==> config.mk <==
export PLATFORM = sky130hd
export DESIGN_NAME = add_issue_unit
export DESIGN_NICKNAME = d
export VERILOG_FILES = /design/src/rtl/lc3b_types.sv /design/src/rtl/add_alu.sv /design/src/rtl/register.sv /design/src/rtl/add_issue_unit.sv
export SDC_FILE = /design/constraint.sdc
export NUM_CORES = 1
export LEC_CHECK = 0
export CAP_MARGIN = 20
export CELL_PAD_IN_SITES_DETAIL_PLACEMENT = 1
export CELL_PAD_IN_SITES_GLOBAL_PLACEMENT = 1
export CORE_UTILIZATION = 35
export CTS_BUF_LIST = sky130_fd_sc_hd__clkbuf_8
export CTS_CLUSTER_DIAMETER = 200
export DETAILED_ROUTE_END_ITERATION = 7
export PLACE_DENSITY_LB_ADDON = 0.2
export REMOVE_ABC_BUFFERS = 1
export SLEW_MARGIN = 20
export SYNTH_ARGS = -nofsm -noshare
export SYNTH_HDL_FRONTEND = slang
export SYNTH_HIERARCHICAL = 1
export SYNTH_SLANG_ARGS = --single-unit
==> constraint.sdc <==
create_clock -name clk -period 2.8 [get_ports clk]
set_input_delay 0.56 -clock clk [delete_from_list [all_inputs] [get_ports clk]]
set_output_delay 0.56 -clock clk [all_outputs]
set_load 0.005 [all_outputs]
==> src/rtl/lc3b_types.sv <==
// Shared LC-3b types: opcode encodings and the machine word.
package lc3b_types;

    typedef enum logic [3:0] {
        op_br  = 4'b0000,
        op_add = 4'b0001,
        op_ldb = 4'b0010,
        op_stb = 4'b0011,
        op_jsr = 4'b0100,
        op_and = 4'b0101,
        op_ldr = 4'b0110,
        op_str = 4'b0111,
        op_rti = 4'b1000,
        op_not = 4'b1001,
        op_ldi = 4'b1010,
        op_sti = 4'b1011,
        op_jmp = 4'b1100,
        op_shf = 4'b1101,
        op_lea = 4'b1110,
        op_trap = 4'b1111
    } lc3b_opcode;

    typedef logic [15:0] lc3b_word;

endpackage

==> src/rtl/add_alu.sv <==
// Combinational add-class ALU: add, and, not, shift; other opcodes pass Vk.
module add_alu
    import lc3b_types::*;
#(
    parameter int DATA_W = 16
) (
    input  lc3b_opcode               op,
    input  logic signed [DATA_W-1:0] a,
    input  logic signed [DATA_W-1:0] b,
    output logic signed [DATA_W-1:0] y
);

    logic [3:0] amt;

    // Decode the opcode; shift control lives in b[5:4], amount in b[3:0].
    always_comb begin
        amt = b[3:0];
        y   = b;
        case (op)
            op_add: y = a + b;
            op_and: y = a & b;
            op_not: y = ~a;
            op_shf: begin
                if (!b[4])
                    y = a << amt;
                else if (!b[5])
                    y = a >> amt;
                else
                    y = a >>> amt;
            end
            default: y = b;
        endcase
    end

endmodule

==> src/rtl/register.sv <==
// Generic load-enabled register with asynchronous active-high clear.
module register #(
    parameter int WIDTH = 16
) (
    input  logic             clk,
    input  logic             rst,
    input  logic             load,
    input  logic [WIDTH-1:0] d,
    output logic [WIDTH-1:0] q
);

    // Capture d when load is asserted, otherwise hold.
    always_ff @(posedge clk or posedge rst) begin
        if (rst)
            q <= '0;
        else if (load)
            q <= d;
    end

endmodule

==> src/rtl/add_issue_unit.sv <==
// Add issue unit: picks the lowest-index ready station, executes it in a
// registered ALU stage and broadcasts the result on the CDB.
module add_issue_unit
    import lc3b_types::*;
#(
    parameter int NUM_RS = 3,
    parameter int DATA_W = 16,
    parameter int TAG_W  = 3
) (
    input  logic                       clk,
    input  logic                       rst,
    input  logic                       flush,
    input  logic [NUM_RS-1:0]          rs_busy,
    input  logic [NUM_RS-1:0]          rs_Vj_valid,
    input  logic [NUM_RS-1:0]          rs_Vk_valid,
    input  logic [NUM_RS*4-1:0]        rs_op,
    input  logic [NUM_RS*DATA_W-1:0]   rs_Vj,
    input  logic [NUM_RS*DATA_W-1:0]   rs_Vk,
    input  logic [NUM_RS*TAG_W-1:0]    rs_dest,
    output logic [NUM_RS-1:0]          rs_clr_busy,
    output logic                       cdb_valid,
    output logic [TAG_W-1:0]           cdb_tag,
    output logic [DATA_W-1:0]          cdb_data,
    input  logic                       cdb_grant
);

    localparam int EX_W  = 4 + 2*DATA_W + TAG_W;
    localparam int RES_W = TAG_W + DATA_W;

    // Isolate the lowest set bit: fixed priority toward entry 0.
    function automatic logic [NUM_RS-1:0] prio_sel(input logic [NUM_RS-1:0] r);
        return r & (~r + NUM_RS'(1));
    endfunction

    logic [NUM_RS-1:0]        ready_p0;
    logic [NUM_RS-1:0]        sel_oh_p0;
    logic [3:0]               op_p0;
    logic signed [DATA_W-1:0] vj_p0;
    logic signed [DATA_W-1:0] vk_p0;
    logic [TAG_W-1:0]         dest_p0;
    logic                     dispatch;
    logic                     res_adv;
    logic                     ex_adv;

    logic [EX_W-1:0]          ex_q;
    logic [3:0]               op_raw_p1;
    lc3b_opcode               op_p1;
    logic signed [DATA_W-1:0] vj_p1;
    logic signed [DATA_W-1:0] vk_p1;
    logic [TAG_W-1:0]         dest_p1;
    logic signed [DATA_W-1:0] alu_p1;
    logic                     vld_p1;
    logic                     res_load;
    logic [RES_W-1:0]         res_q;

    // ---- stage p0: station scan and select ----
    assign ready_p0  = rs_busy & rs_Vj_valid & rs_Vk_valid;
    assign sel_oh_p0 = prio_sel(ready_p0);
    assign res_adv   = !cdb_valid || cdb_grant;
    assign ex_adv    = !vld_p1 || res_adv;
    assign dispatch  = ex_adv && (|ready_p0) && !flush;

    assign rs_clr_busy = (rst || !dispatch) ? '0 : sel_oh_p0;

    // One-hot mux of the winning station's fields.
    always_comb begin
        op_p0   = '0;
        vj_p0   = '0;
        vk_p0   = '0;
        dest_p0 = '0;
        for (int i = 0; i < NUM_RS; i++) begin
            if (sel_oh_p0[i]) begin
                op_p0   = rs_op[4*i +: 4];
                vj_p0   = rs_Vj[DATA_W*i +: DATA_W];
                vk_p0   = rs_Vk[DATA_W*i +: DATA_W];
                dest_p0 = rs_dest[TAG_W*i +: TAG_W];
            end
        end
    end

    // ---- stage p1: exec register and ALU ----
    register #(.WIDTH(EX_W)) ex_reg (
        .clk  (clk),
        .rst  (rst),
        .load (dispatch),
        .d    ({op_p0, vj_p0, vk_p0, dest_p0}),
        .q    (ex_q)
    );

    assign {op_raw_p1, vj_p1, vk_p1, dest_p1} = ex_q;
    assign op_p1 = lc3b_opcode'(op_raw_p1);

    add_alu #(.DATA_W(DATA_W)) alu (
        .op (op_p1),
        .a  (vj_p1),
        .b  (vk_p1),
        .y  (alu_p1)
    );

    // ---- stage p2: result register driving the CDB ----
    assign res_load = res_adv && vld_p1;

    register #(.WIDTH(RES_W)) res_reg (
        .clk  (clk),
        .rst  (rst),
        .load (res_load),
        .d    ({dest_p1, alu_p1}),
        .q    (res_q)
    );

    assign {cdb_tag, cdb_data} = res_q;

    // Valid bits for exec and result stages; flush drops both.
    always_ff @(posedge clk or posedge rst) begin
        if (rst) begin
            vld_p1    <= 1'b0;
            cdb_valid <= 1'b0;
        end else if (flush) begin
            vld_p1    <= 1'b0;
            cdb_valid <= 1'b0;
        end else begin
            if (dispatch)
                vld_p1 <= 1'b1;
            else
                vld_p1 <= vld_p1 && !res_adv;
            if (res_load)
                cdb_valid <= 1'b1;
            else if (cdb_grant)
                cdb_valid <= 1'b0;
        end
    end

endmodule

## Word level (Yosys, flattened, before mapping)

Index checks and enable logic that the tools add are counted.
Widths: inputs -> output; s select.

| word-level totals | value |
|---|---|
| output and inout bits | 23 |
| bits in registers | 60 |
| input bits | 130 |
| memories kept | 0 |
| ROM bits | 0 |
| word-level logic and storage cells | 54 |
| RAM bits | 0 |
| latch bits | 0 |

| cells by class | value |
|---|---|
| equality and inequality tests | 4 |
| $mul | 0 |
| shift operators | 3 |
| mux-type cells | 21 |
| bitwise gates (word level) | 6 |
| div/mod/pow operators | 0 |
| magnitude comparators | 0 |
| reduce and logical (&&, ||, !) cells | 14 |
| add/subtract/negate cells | 2 |

Operators with widths:

| kind | count |
|---|---|
| $mux 16 | 8 |
| $pmux 16 s4 | 1 |
| $add 16x16->16 | 1 |
| $and 16x16->16 | 1 |
| $not 16->16 | 1 |
| $shl 16x4->16 | 1 |
| $shr 16x4->16 | 1 |
| $sshr 16x4->16 | 1 |
| $mux 3 | 4 |
| $mux 4 | 3 |
| $and 3x3->3 | 3 |
| $eq 4x4->1 const B | 2 |
| $logic_not 1->1 | 5 |
| $mux 1 | 5 |
| $eq 4x1->1 const B | 1 |
| $eq 4x3->1 const B | 1 |
| $logic_and 1x1->1 | 4 |
| $add 3x1->3 const B | 1 |
| $logic_or 1x1->1 | 3 |
| $not 3->3 | 1 |
| $reduce_bool 3->1 | 1 |
| $reduce_or 3->1 | 1 |

## Longest topological paths before layout

Gate-level depths: netlist (run 1).

| logic depth | value |
|---|---|
| word-level depth | 8 |
| mapped depth | 10 |

## Hierarchy

The synthesis (run 1) kept the hierarchy.

Modules (own cells, without submodules):

| module | area an instance (µm²) | instances | cells an instance | seq. area each (µm²) |
|---|---|---|---|---|
| add_alu | 2977.9 | 1 | 390 | 0.0 |
| register at ex_reg | 1497.7 | 1 | 83 | 975.9 |
| add_issue_unit | 989.7 | 1 | 201 | 50.0 |
| register at res_reg | 762.0 | 1 | 41 | 475.5 |

## Least setup slack after synthesis (run 1)

No wires, ideal clock.

| path | value |
|---|---|
| path kind | register to register |
| start | register ex_reg.q[19] |
| end | register res_reg.q[8] |
| library setup time | 125 ps |
| cell stages (with the launch flop) | 10 |
| arrival | 2513 ps |
| clock period less this slack | 2638 ps |
| buffers on the path | 0 |
| path slack | 162 ps |
| cell sequence | dfrtp_1 > ha_1 > fa_1 > a211oi_1 > o21bai_1 > a2111o_1 > nand2_1 > xnor2_1 > a31o_1 > mux2_4 |

| on the way | value |
|---|---|
| longest elaborated chain between the ends | 4 |
| elaborated cells on any way between the ends | 7 |

RTL lines:

| what | line | source |
|---|---|---|
| start, declared | register.sv:9 | `output logic [WIDTH-1:0] q` |
| start signal, assigned | register.sv:15 | `q <= '0;` |
| start signal, assigned | register.sv:17 | `q <= d;` |
| branches (longest 3 deep; another with $add 16x16->16) | -- |  |
| $pmux 16 s4 * | add_alu.sv:19 | `case (op)` |
| via alu_p1[8] | add_issue_unit.sv:51 | `logic signed [DATA_W-1:0] alu_p1;` |
| end signal, assigned | register.sv:15 |  |
| end signal, assigned | register.sv:17 |  |
| end, declared | register.sv:9 |  |

Mark *: on every way through the listed nets, which the timed path passes.
A chain may end at the register's enable or synchronous reset.

## Final worst setup path (run 1)

| path | value |
|---|---|
| start | register ex_reg.q[3] |
| end | register res_reg.q[8] |

The elaborated chain is that of the path after synthesis.

==> impl_results.md, run 1 <==
- Worst hold-check path type: reg2reg
- Via count: 6702
- Maximum capacitance violations: 0
- DRC: 0
- Std-Cell Core Area: roughly 17000 sq um
- Worst-path cell with the longest stage delay: mux4_2
- Worst stage delay on the critical path: ~0.52 ns
- Ant. Diodes: 0
- DRT Wirelength: 25700 microns
- Met2 layer wire length in the routed design: 12800 microns
- Crit path setup slack, layout: 0.108 ns
- Slew Limit Fails: 0
- Top post-synthesis cells by area: dfrtp_1 24%, a21oi_1 9.1%, mux2_2 7.6%, mux4_2 6.5%, mux2_4 4.8%
- TritonCTS clock tree: built
- Finished Cell Area: ~8600 sq um
- Worst setup path class: reg2reg
- IR drop worst, VDD: roughly 0.27 mV
- Iteration-0 DRC count of the detailed router: approximately 400
- Vias per inst: 5.97
- Starting density of the core: 0.359
- GRT Residual Overflow: 0
- FF+latch area: about 1500 sq um
- Minimum period implied by the final worst setup slack: 2.69 ns
- Cells after DPL: 1104
- Floorplan die area: around 18000 sq um
- Final cell count without fillers: 1123
- Maximum fanout encountered on the critical timing path: 8
- Most numerous cell in the Yosys netlist: a21oi_1
- Kind of cell with the highest combined delay on the critical path: multiplexers
- Clk_lat worst skew: 0.37 ns
- Final-layout fill cell count: between 2000 and 2500
- Pwr per Cell Area: about 620 nW/um^2
- Required time worst endpoint: between 3 and 4 ns
- Longest Clk Path Bufs: 2
- Number of cells produced by synthesis: 715
- Die boundary width: 135 microns
- Transition at the pin with the smallest max-transition slack: ~0.8 ns
- Number of antenna violations at the first check in global routing: 0
- Share of synthesized area occupied by flip-flops and latches: 0.241
- Fraction of final layout cells sized beyond drive strength 1: 0.215
- Count of buffers from port buffering: 152
- Via count of the first global-routing pass: 7049
- Initial DRT Pass Iterations: 4
- Flip-flop cell with the highest count after synthesis: dfrtp_1
- Routed wirelength normalized by instance count: approximately 23 microns
- Total of hold buffers inserted after clock tree synthesis: 0
- RePlAce Congestion: approximately 0.94
- Tcrit/Tclk final: 0.961
- Post-Route M1 WL: roughly 11000 microns
- R2r setup slk: between 0.1 and 0.15 ns
- Flip-flop and latch count after synthesis: 60
- Final setup violation count: 0
- Number of synthesized flops with an enable pin: 0
- DPL Wire Length: between 15000 and 20000 microns
- Pin count of the biggest net entering global routing: 40
- Area added between synthesis and finish: 37.8%
- Count of nets after finishing: roughly 1000
- Fmax: approximately 370 MHz
- Endpoint class of the critical path: flop
- Maximum level of the CTS H-tree: 3
- Share of synthesized flip-flops with an asynchronous set or reset: 1.00
- Clock transition at the register clock pins on the worst setup and hold paths after CTS: ~0.070 ns
- Sequence of cells on the critical path: buf_6, buf_4, mux4_2, mux4_2, o211ai_1, o21ai_1, a31o_1, mux2_4
- Site row count: 48
- Root cell of the clock tree: clkbuf_8
- Global router's overall resource usage: 0.288
- Post-Route Skew: 0.0117 ns
- I/O pin count: 153
- Mean cell area of the mapped netlist: 8.71 sq um
- Library cell appearing most often on the critical path: mux4_2
- Topmost layer with routed signal wires: met4
- Normalized max-slew margin: 0.480
- Number of distinct library cell variants in the gate-level netlist after synthesis: 68
- CTS buffer count: 9
- Run status: complete, no violations
- Number of warning messages in the yosys log: 6
- Antenna-violating nets left: 0
- CP Buf/Inv Count: 2
- Critical path startpoint category: flop
- Vertical die dimension: 135 microns
- Placed Area: 8290 sq um
- Final hold violation count: 0
- Static Leakage: between 3 and 4 nW
- Clock sink count: 60
- Length of routed met3 wiring: 1170 microns
- Worst endpoint data arrival time: 2.94 ns
- Placement Setup Slack: -0.123 ns
- Most area-hungry cell type in the Yosys netlist: dfrtp_1
- Global-route wire length before repair: slightly below 40000 microns
- Ranking of synthesized cells by instance count: 113 x a21oi_1, 78 x nor2_1, 60 x dfrtp_1, 45 x nand3_1, 42 x mux2_2
- Share of Yosys cell area claimed by the top area cell type: 0.241
- Mapped Area: 6230 sq um
- Multi-input combinational cell area: 4380 sq um
[power breakdown]
group | switching (mW) | total [mW] | internal, mW | leakage, nW
Combinational | 1.45 | 3.04 | 1.59 | 2.64
Clock | 0.367 | 0.873 | 0.506 | 0.112
Sequential | 0.309 | 1.40 | 1.10 | 0.777
[repair_timing]
item	in CTS	in global routing
hold endpoints to repair	0	0
setup buffers	0	3
setup endpoints to repair	2	11
pin swaps	0	2
gates cloned	0	0
gates resized for setup	4	16
[cell type report]
cell class | count | area share
Clock inverter | 3 | 0.00496
Sequential cell | 60 | 0.175
Multi-Input combinational cell | 580 | 0.510
Tap cell | 225 | 0.0328
Clock buffer | 13 | 0.0208
Inverter | 14 | 0.00612
Timing Repair Buffer | 228 | 0.250
[cell families (layout without fill, tap and decap cells)]
logic type | after synthesis | count (layout) | synth area share
AO/OA/AOI/OAI | 240 | 240 | 0.237
AND/OR/NAND/NOR | 207 | 207 | 0.151
multiplexers | 106 | 106 | 0.257
buffers and inverters | 75 | 258 | 0.0639
flip-flops | 60 | 60 | 0.241
adder cells (fa/ha/maj) | 18 | 18 | 0.0374
XOR/XNOR | 9 | 9 | 0.0127
[per-stage QoR]
stage          utilization  total power, mW  TNS [ns]  hold slack (ns)
2_1_floorplan            -             2.95   -100.07            0.301
3_3_place_gp         0.478             4.28    -0.645            0.484
3_5_place_dp         0.478             4.37     -2.50            0.495
4_1_cts              0.491             5.27         0            0.510
5_1_grt              0.495             5.61  -0.00468            0.521
6_report             0.495             5.32         0            0.514
[routing by layer]
layer,up-vias,global-route usage
li1,3057,-
met1,3381,0.360
met2,215,0.499
met5,-,0
met3,49,0.0412
met4,0,0.107
[flip-flops by register name, indices dropped and copies added (netlist names)]
| register | count |
|---|---|
| res_reg/q | 19 |
| vld_p1 | 1 |
| cdb_valid | 1 |
| ex_reg/q | 39 |
[worst paths after layout]
| check | from | endpoint | cells past startpoint |
|---|---|---|---|
| min in group asynchronous | rst | vld_p1 | 3 |
| max reg2reg | ex_reg/q[3] | res_reg/q[8] | 8 |
| max in group asynchronous | rst | res_reg/q[8] | 3 |
| min | res_reg/q[5] | res_reg/q[5] | 1 |
| min reg2reg | res_reg/q[5] | res_reg/q[5] | 1 |
| max | ex_reg/q[3] | res_reg/q[8] | 8 |
[layout by cell type, fill, tap and decap left out, types with 8 or more instances in the layout]
cell type | netlist | routed
clkdlybuf4s50_1 | 0 | 150
a21oi_1 | 113 | 113
nor2_1 | 78 | 78
buf_4 | 4 | 70
dfrtp_1 | 60 | 57
nand3_1 | 45 | 45
mux2_2 | 42 | 42
nand2_1 | 38 | 38
o21ai_0 | 35 | 34
mux2_4 | 20 | 20
mux4_2 | 18 | 18
nor3_1 | 17 | 16
mux2i_1 | 16 | 16
ha_1 | 17 | 16
clkbuf_8 | 0 | 13
inv_1 | 12 | 12
o211ai_1 | 10 | 10
mux4_1 | 10 | 10
a21o_1 | 9 | 9
a211oi_1 | 10 | 8
Power figures use the tool's default switching activity.
==> run 2: changes to the inputs <==
Settings changed: CORE_MARGIN set to 2, SLEW_MARGIN 20 to 15.
==> run 2 against run 1 <==
Net effect:
- first-iteration DRC count increased by 21%
- utilization down 0.41 points
- critical path depth unchanged
- critical endpoint is now res_reg/q[0]
==> impl_results.md, run 2 (synthesis results as in run 1) <==
- Run status: complete, no violations
- DRC: 0
- Total of hold buffers inserted after clock tree synthesis: 0
- Fraction of final layout cells sized beyond drive strength 1: 0.208
- TritonCTS clock tree: built
- Pin count of the biggest net entering global routing: 40
- Sw Pwr: 2.10 mW
- Crit path setup slack, layout: 0.0872 ns
- Longest Clk Path Bufs: 2
- Kind of cell with the highest combined delay on the critical path: multiplexers
- RePlAce Congestion: 0.973
- CP Buf/Inv Count: 1
- Worst endpoint data arrival time: 2.96 ns
- Clock network fraction of design power: 0.155
- Number of antenna violations at the first check in global routing: 0
- Portion of total power attributed to sequential cells: 0.267
- GRT Residual Overflow: 0
- Sequence of cells on the critical path: buf_12, mux2i_1, mux2i_1, mux4_2, o21ai_0, mux4_2, o21ai_0, mux2_2
- Static Leakage: 3.50 nW
- Switching share of total power: 0.403
- Required time worst endpoint: 3.04 ns
- Leading cell types in the layout, fill and taps excluded: 150 x clkdlybuf4s50_1, 113 x a21oi_1, 78 x nor2_1
- Commonest non-fill, non-tap cell in the layout: clkdlybuf4s50_1
- IR drop worst, VDD: 0.358 mV
- Via count of the first global-routing pass: a little over 7000
- Normalized max-slew margin: 0.466
- CTS buffer count: 9
- Global-route wire length before repair: about 40000 microns
- Number of cells on the worst reg-to-reg path: 8
- Start point of the critical path: ex_reg/q[4]
- Minimum period implied by the final worst setup slack: 2.71 ns
- Internal power: 3.12 mW
- Antenna-violating nets left: 0
- Number of buffers inserted by post-CTS setup repair: 0
- Area added between synthesis and finish: 36.7%
- Flip-flop count of the largest register, all copies and words added: 39
- Die boundary width: 137 microns
- Final hold violation count: 0
- Count of nets after finishing: 1036
- Core Util, Final: 0.490
- Root cell of the clock tree: clkbuf_8
- Worst-path cell with the longest stage delay: dfrtp_2
- Largest registers: ex_reg/q (39), res_reg/q (19)
- Maximum fanout encountered on the critical timing path: 28
- Tcrit/Tclk final: 0.969
- Clk_lat worst skew: 0.35 ns
- Clock sink count: 60
- Endpoint class of the critical path: flop
- Maximum capacitance violations: 0
- Final cell count without fillers: around 1100
- Top register by number of flip-flops: ex_reg/q
- Routed wirelength normalized by instance count: 22.9 microns
- Reg2Reg Launch Point: ex_reg/q[4]
- I/O pin count: 153
- Vias per inst: roughly 6
- Worst setup path class: reg2reg
- Worst hold-check path type: reg2reg
- Combinational group share of total power: 0.578
- End point of the critical path: res_reg/q[0]
- Count of buffers from port buffering: 152
- Final setup violation count: 0
- Cells after DPL: 1102
- Fmax: around 370 MHz
- Via count: approximately 6700
- Ant. Diodes: 0
- Iteration-0 DRC count of the detailed router: 477
- Pwr per Cell Area: 613 nW/um^2
- Site row count: 48
- Worst stage delay on the critical path: roughly 0.52 ns
- Maximum level of the CTS H-tree: 3
- Critical path startpoint category: flop
- Capturing point of the worst reg2reg path: res_reg/q[0]
- Clock transition at the register clock pins on the worst setup and hold paths after CTS: approximately 0.070 ns
- Starting density of the core: 0.359
- Global router's overall resource usage: 0.279
- Vertical die dimension: 137 microns
- DPL Wire Length: 20000 microns
- Worst path depth: 8
- Std-Cell Core Area: 17400 sq um
- Slew Limit Fails: 0
- Floorplan die area: ~19000 sq um
- Final worst hold slack: 0.513 ns
- Transition at the pin with the smallest max-transition slack: 0.800 ns
- DRT Wirelength: 25600 microns
- Post-Route Skew: 0.00932 ns
- Placement Setup Slack: -0.109 ns
- R2r setup slk: 0.09 ns
- Initial DRT Pass Iterations: 5
run 2: how the worst min path moves through the flow:
stage / startpoint / cells after the start / end
after floorplan: rst / 1 / cdb_valid
after global placement: ex_reg/q[2] / 1 / ex_reg/q[2]
after detailed placement: res_reg/q[11] / 1 / res_reg/q[11]
after CTS: res_reg/q[0] / 1 / res_reg/q[0]
after global routing: res_reg/q[7] / 1 / res_reg/q[7]
final: res_reg/q[13] / 1 / res_reg/q[13]
run 2: metrics by stage:
| stage | setup TNS (ns) | instance area [sq um] | power, mW |
|---|---|---|---|
| after floorplan | -100.07 | 5880 | 2.95 |
| after global placement | -0.618 | 8280 | 4.27 |
| after detailed placement | -2.19 | 8280 | 4.37 |
| after CTS | 0 | 8480 | 5.20 |
| after global routing | -0.0244 | 8510 | 5.53 |
| final | 0 | 8510 | 5.22 |
run 2: layout make-up:
cell class              instances  area, sq um
well taps                     225          282
repair buffers                223         2100
fillers                      2016         8840
flip-flops and latches         60         1510
inverters                      14         52.6
clock inverters                 5         51.3
multi-input cells             580         4370
clock buffers                  11          151
run 2: power groups by stage:
| stage | registers, mW | logic [mW] | clock network [mW] |
|---|---|---|---|
| finish | 1.39 | 3.02 | 0.808 |
| CTS | 1.39 | 2.98 | 0.832 |
| global placement | 1.39 | 2.88 | 0 |
| detailed placement | 1.40 | 2.96 | 0 |
| floorplan | 1.43 | 1.52 | 0 |
| global route | 1.43 | 3.24 | 0.866 |
run 2: metal layers:
metal,routed length [microns],vias up,global-route usage,share of wire
met4,612,0,0.0819,0.024
li1,-,3049,-,-
met3,1170,42,0.0486,0.046
met1,11000,3378,0.357,0.43
met5,0,-,0,0
met2,12800,207,0.480,0.50
run 2: worst register-to-register path: cells and delay by family, from the launching register on:
kind / cells / cell delay, ns
AOI/OAI and AO/OA: 2 / 0.29
muxes: 5 / 1.56
DFF: 1 / 0.52
buffers and inverters: 1 / 0.24
run 2: what timing repair did:
item                       4_1_cts  5_1_grt
pin swaps                        0        0
setup endpoints to repair        2        8
gates resized for setup          4       14
==> run 3: changes to the inputs <==
==> constraint.sdc (replaced) <==
create_clock -name clk -period 2.8 [get_ports clk]
set_input_delay 0.84 -clock clk [delete_from_list [all_inputs] [get_ports clk]]
set_output_delay 0.84 -clock clk [all_outputs]
set_load 0.005 [all_outputs]
==> run 3 against run 2 <==
Net effect:
- global-route usage increased by 0.53 points
- highest routed layer unchanged
- critical path type unchanged
- wire length increased by 0.62%
- worst hold slack lost 0.0014 ns
- largest power group unchanged
- largest cell class unchanged
==> impl_results.md, run 3 (synthesis results as in run 1) <==
- Run status: complete, no violations
- Required time worst endpoint: 3.10 ns
- DRT Wirelength: about 26000 microns
- Via count of the first global-routing pass: 7122
- Global router's overall resource usage: 0.284
- Floorplan die area: 18900 sq um
- Fraction of final layout cells sized beyond drive strength 1: 0.226
- Routed wirelength normalized by instance count: around 23 microns
- Minimum period implied by the final worst setup slack: approximately 2.8 ns
- Placement Setup Slack: -0.673 ns
- Number of antenna violations at the first check in global routing: 0
- Flip-flop count of the largest register, all copies and words added: 39
- Leading cell types in the layout, fill and taps excluded: 143 x clkdlybuf4s50_1, 113 x a21oi_1, 76 x nor2_1
- Static Leakage: 3.55 nW
- Sequence of cells on the critical path: buf_12, buf_4, inv_2, mux2i_2, mux4_2, o21ai_0, mux4_2, o21ai_1, mux2_2
- Final hold violation count: 0
- Pin count of the biggest net entering global routing: 41
- Starting density of the core: 0.359
- Initial DRT Pass Iterations: 5
- CP Buf/Inv Count: 3
- GRT Residual Overflow: 0
- Transition at the pin with the smallest max-transition slack: a little under 0.7 ns
- Pwr per Cell Area: just over 600 nW/um^2
- Longest Clk Path Bufs: 2
- Normalized max-slew margin: 0.540
- Maximum capacitance violations: 0
- Iteration-0 DRC count of the detailed router: 394
- Area added between synthesis and finish: 38.6%
- CTS buffer count: 9
- Antenna-violating nets left: 0
- Count of nets after finishing: 1044
- DPL Wire Length: 19700 microns
- Vias per inst: roughly 5.9
- Endpoint class of the critical path: flop
- Post-Route Skew: 0.00543 ns
- Maximum fanout encountered on the critical timing path: 14
- Worst endpoint data arrival time: 3.07 ns
- Post-route total power: 5.24 mW
- I/O pin count: 153
- Unrepaired setup endpoints after global routing: true
- Slew Limit Fails: 0
- Crit path setup slack, layout: about 0.031 ns
- Fmax: roughly 360 MHz
- Commonest non-fill, non-tap cell in the layout: clkdlybuf4s50_1
- Critical path startpoint category: flop
- Root cell of the clock tree: clkbuf_8
- Worst stage delay on the critical path: approximately 0.53 ns
- Site row count: 48
- Final-layout fill cell count: 1997
- Std-Cell Core Area: approximately 17000 sq um
- DRC: 0
- Count of buffers from port buffering: 152
- Worst hold-check path type: reg2reg
- Top register by number of flip-flops: ex_reg/q
- Vertical die dimension: 137 microns
- Via count: 6658
- Multi-input combinational cell area: 4410 sq um
- Worst-path cell with the longest stage delay: mux4_2
- FF+latch area: approximately 1500 sq um
- TritonCTS clock tree: built
- Final setup violation count: 0
- Die boundary width: 137 microns
- Global-route wire length before repair: 40600 microns
- Kind of cell with the highest combined delay on the critical path: multiplexers
- Library cell appearing most often on the critical path: mux4_2
- Tcrit/Tclk final: 0.989
- Clock transition at the register clock pins on the worst setup and hold paths after CTS: 0.07 ns
- RePlAce Congestion: 0.935
- Largest registers: ex_reg/q (39), res_reg/q (19)
- Ant. Diodes: 0
- IR drop worst, VDD: 0.265 mV
- Clock sink count: 60
- Clk_lat worst skew: 0.36 ns
- Maximum level of the CTS H-tree: 3
- Worst setup path class: reg2reg
run 3: cell type report:
class / count / share of cell area
timing repair buffer: 231 / 0.254
clock buffer: 11 / 0.0175
multi-input combinational: 580 / 0.511
inverter: 14 / 0.00609
sequential: 60 / 0.174
clock inverter: 3 / 0.00449
tap: 225 / 0.0326
run 3: worst paths after layout:
kind	end	start	cells past startpoint	slack [ns]
hold / removal	res_reg/q[0]	res_reg/q[0]	1	0.51
min in group asynchronous	cdb_valid	rst	3	0.64
setup / recovery	res_reg/q[0]	ex_reg/q[3]	9	0.03
max in group asynchronous	ex_reg/q[25]	rst	4	1.32
setup reg to reg	res_reg/q[0]	ex_reg/q[3]	9	0.03
hold reg to reg	res_reg/q[0]	res_reg/q[0]	1	0.51
run 3: per-layer routing:
| metal | share of wire | wire, microns | GRT usage |
|---|---|---|---|
| met4 | 0.032 | 833 | 0.109 |
| met2 | 0.50 | 12800 | 0.483 |
| met5 | 0 | 0 | 0 |
| met1 | 0.43 | 11000 | 0.364 |
| met3 | 0.045 | 1150 | 0.0416 |
run 3: power breakdown:
part	total (mW)	leakage (nW)	internal [mW]	switching (mW)
Clock	0.791	0.102	0.445	0.346
Sequential	1.41	0.777	1.10	0.318
Combinational	3.03	2.67	1.60	1.43
Total	5.24	3.55	3.14	2.10
run 3: through the flow:
| stage | hold slack [ns] | utilization | area [sq um] | TNS [ns] | std cells |
|---|---|---|---|---|---|
| final | 0.511 | 0.497 | 8630 | 0 | 1124 |
| after global routing | 0.529 | 0.497 | 8630 | -0.0828 | 1124 |
| after CTS | 0.515 | 0.494 | 8570 | 0 | 1122 |
| after detailed placement | 0.498 | 0.481 | 8350 | -18.51 | 1107 |
| after global placement | 0.489 | 0.481 | 8350 | -15.94 | 1107 |
| after floorplan | 0.475 | - | 5880 | -111.21 | 654 |
run 3: what timing repair did:
action / in CTS / in global routing
gates cloned: 0 / 0
pin swaps: 4 / 6
endpoints found under the setup margin: 46 / 13
resized for setup: 28 / 20
hold buffers: 0 / 0
hold endpoints to repair: 0 / 0
buffers inserted: 1 / 2
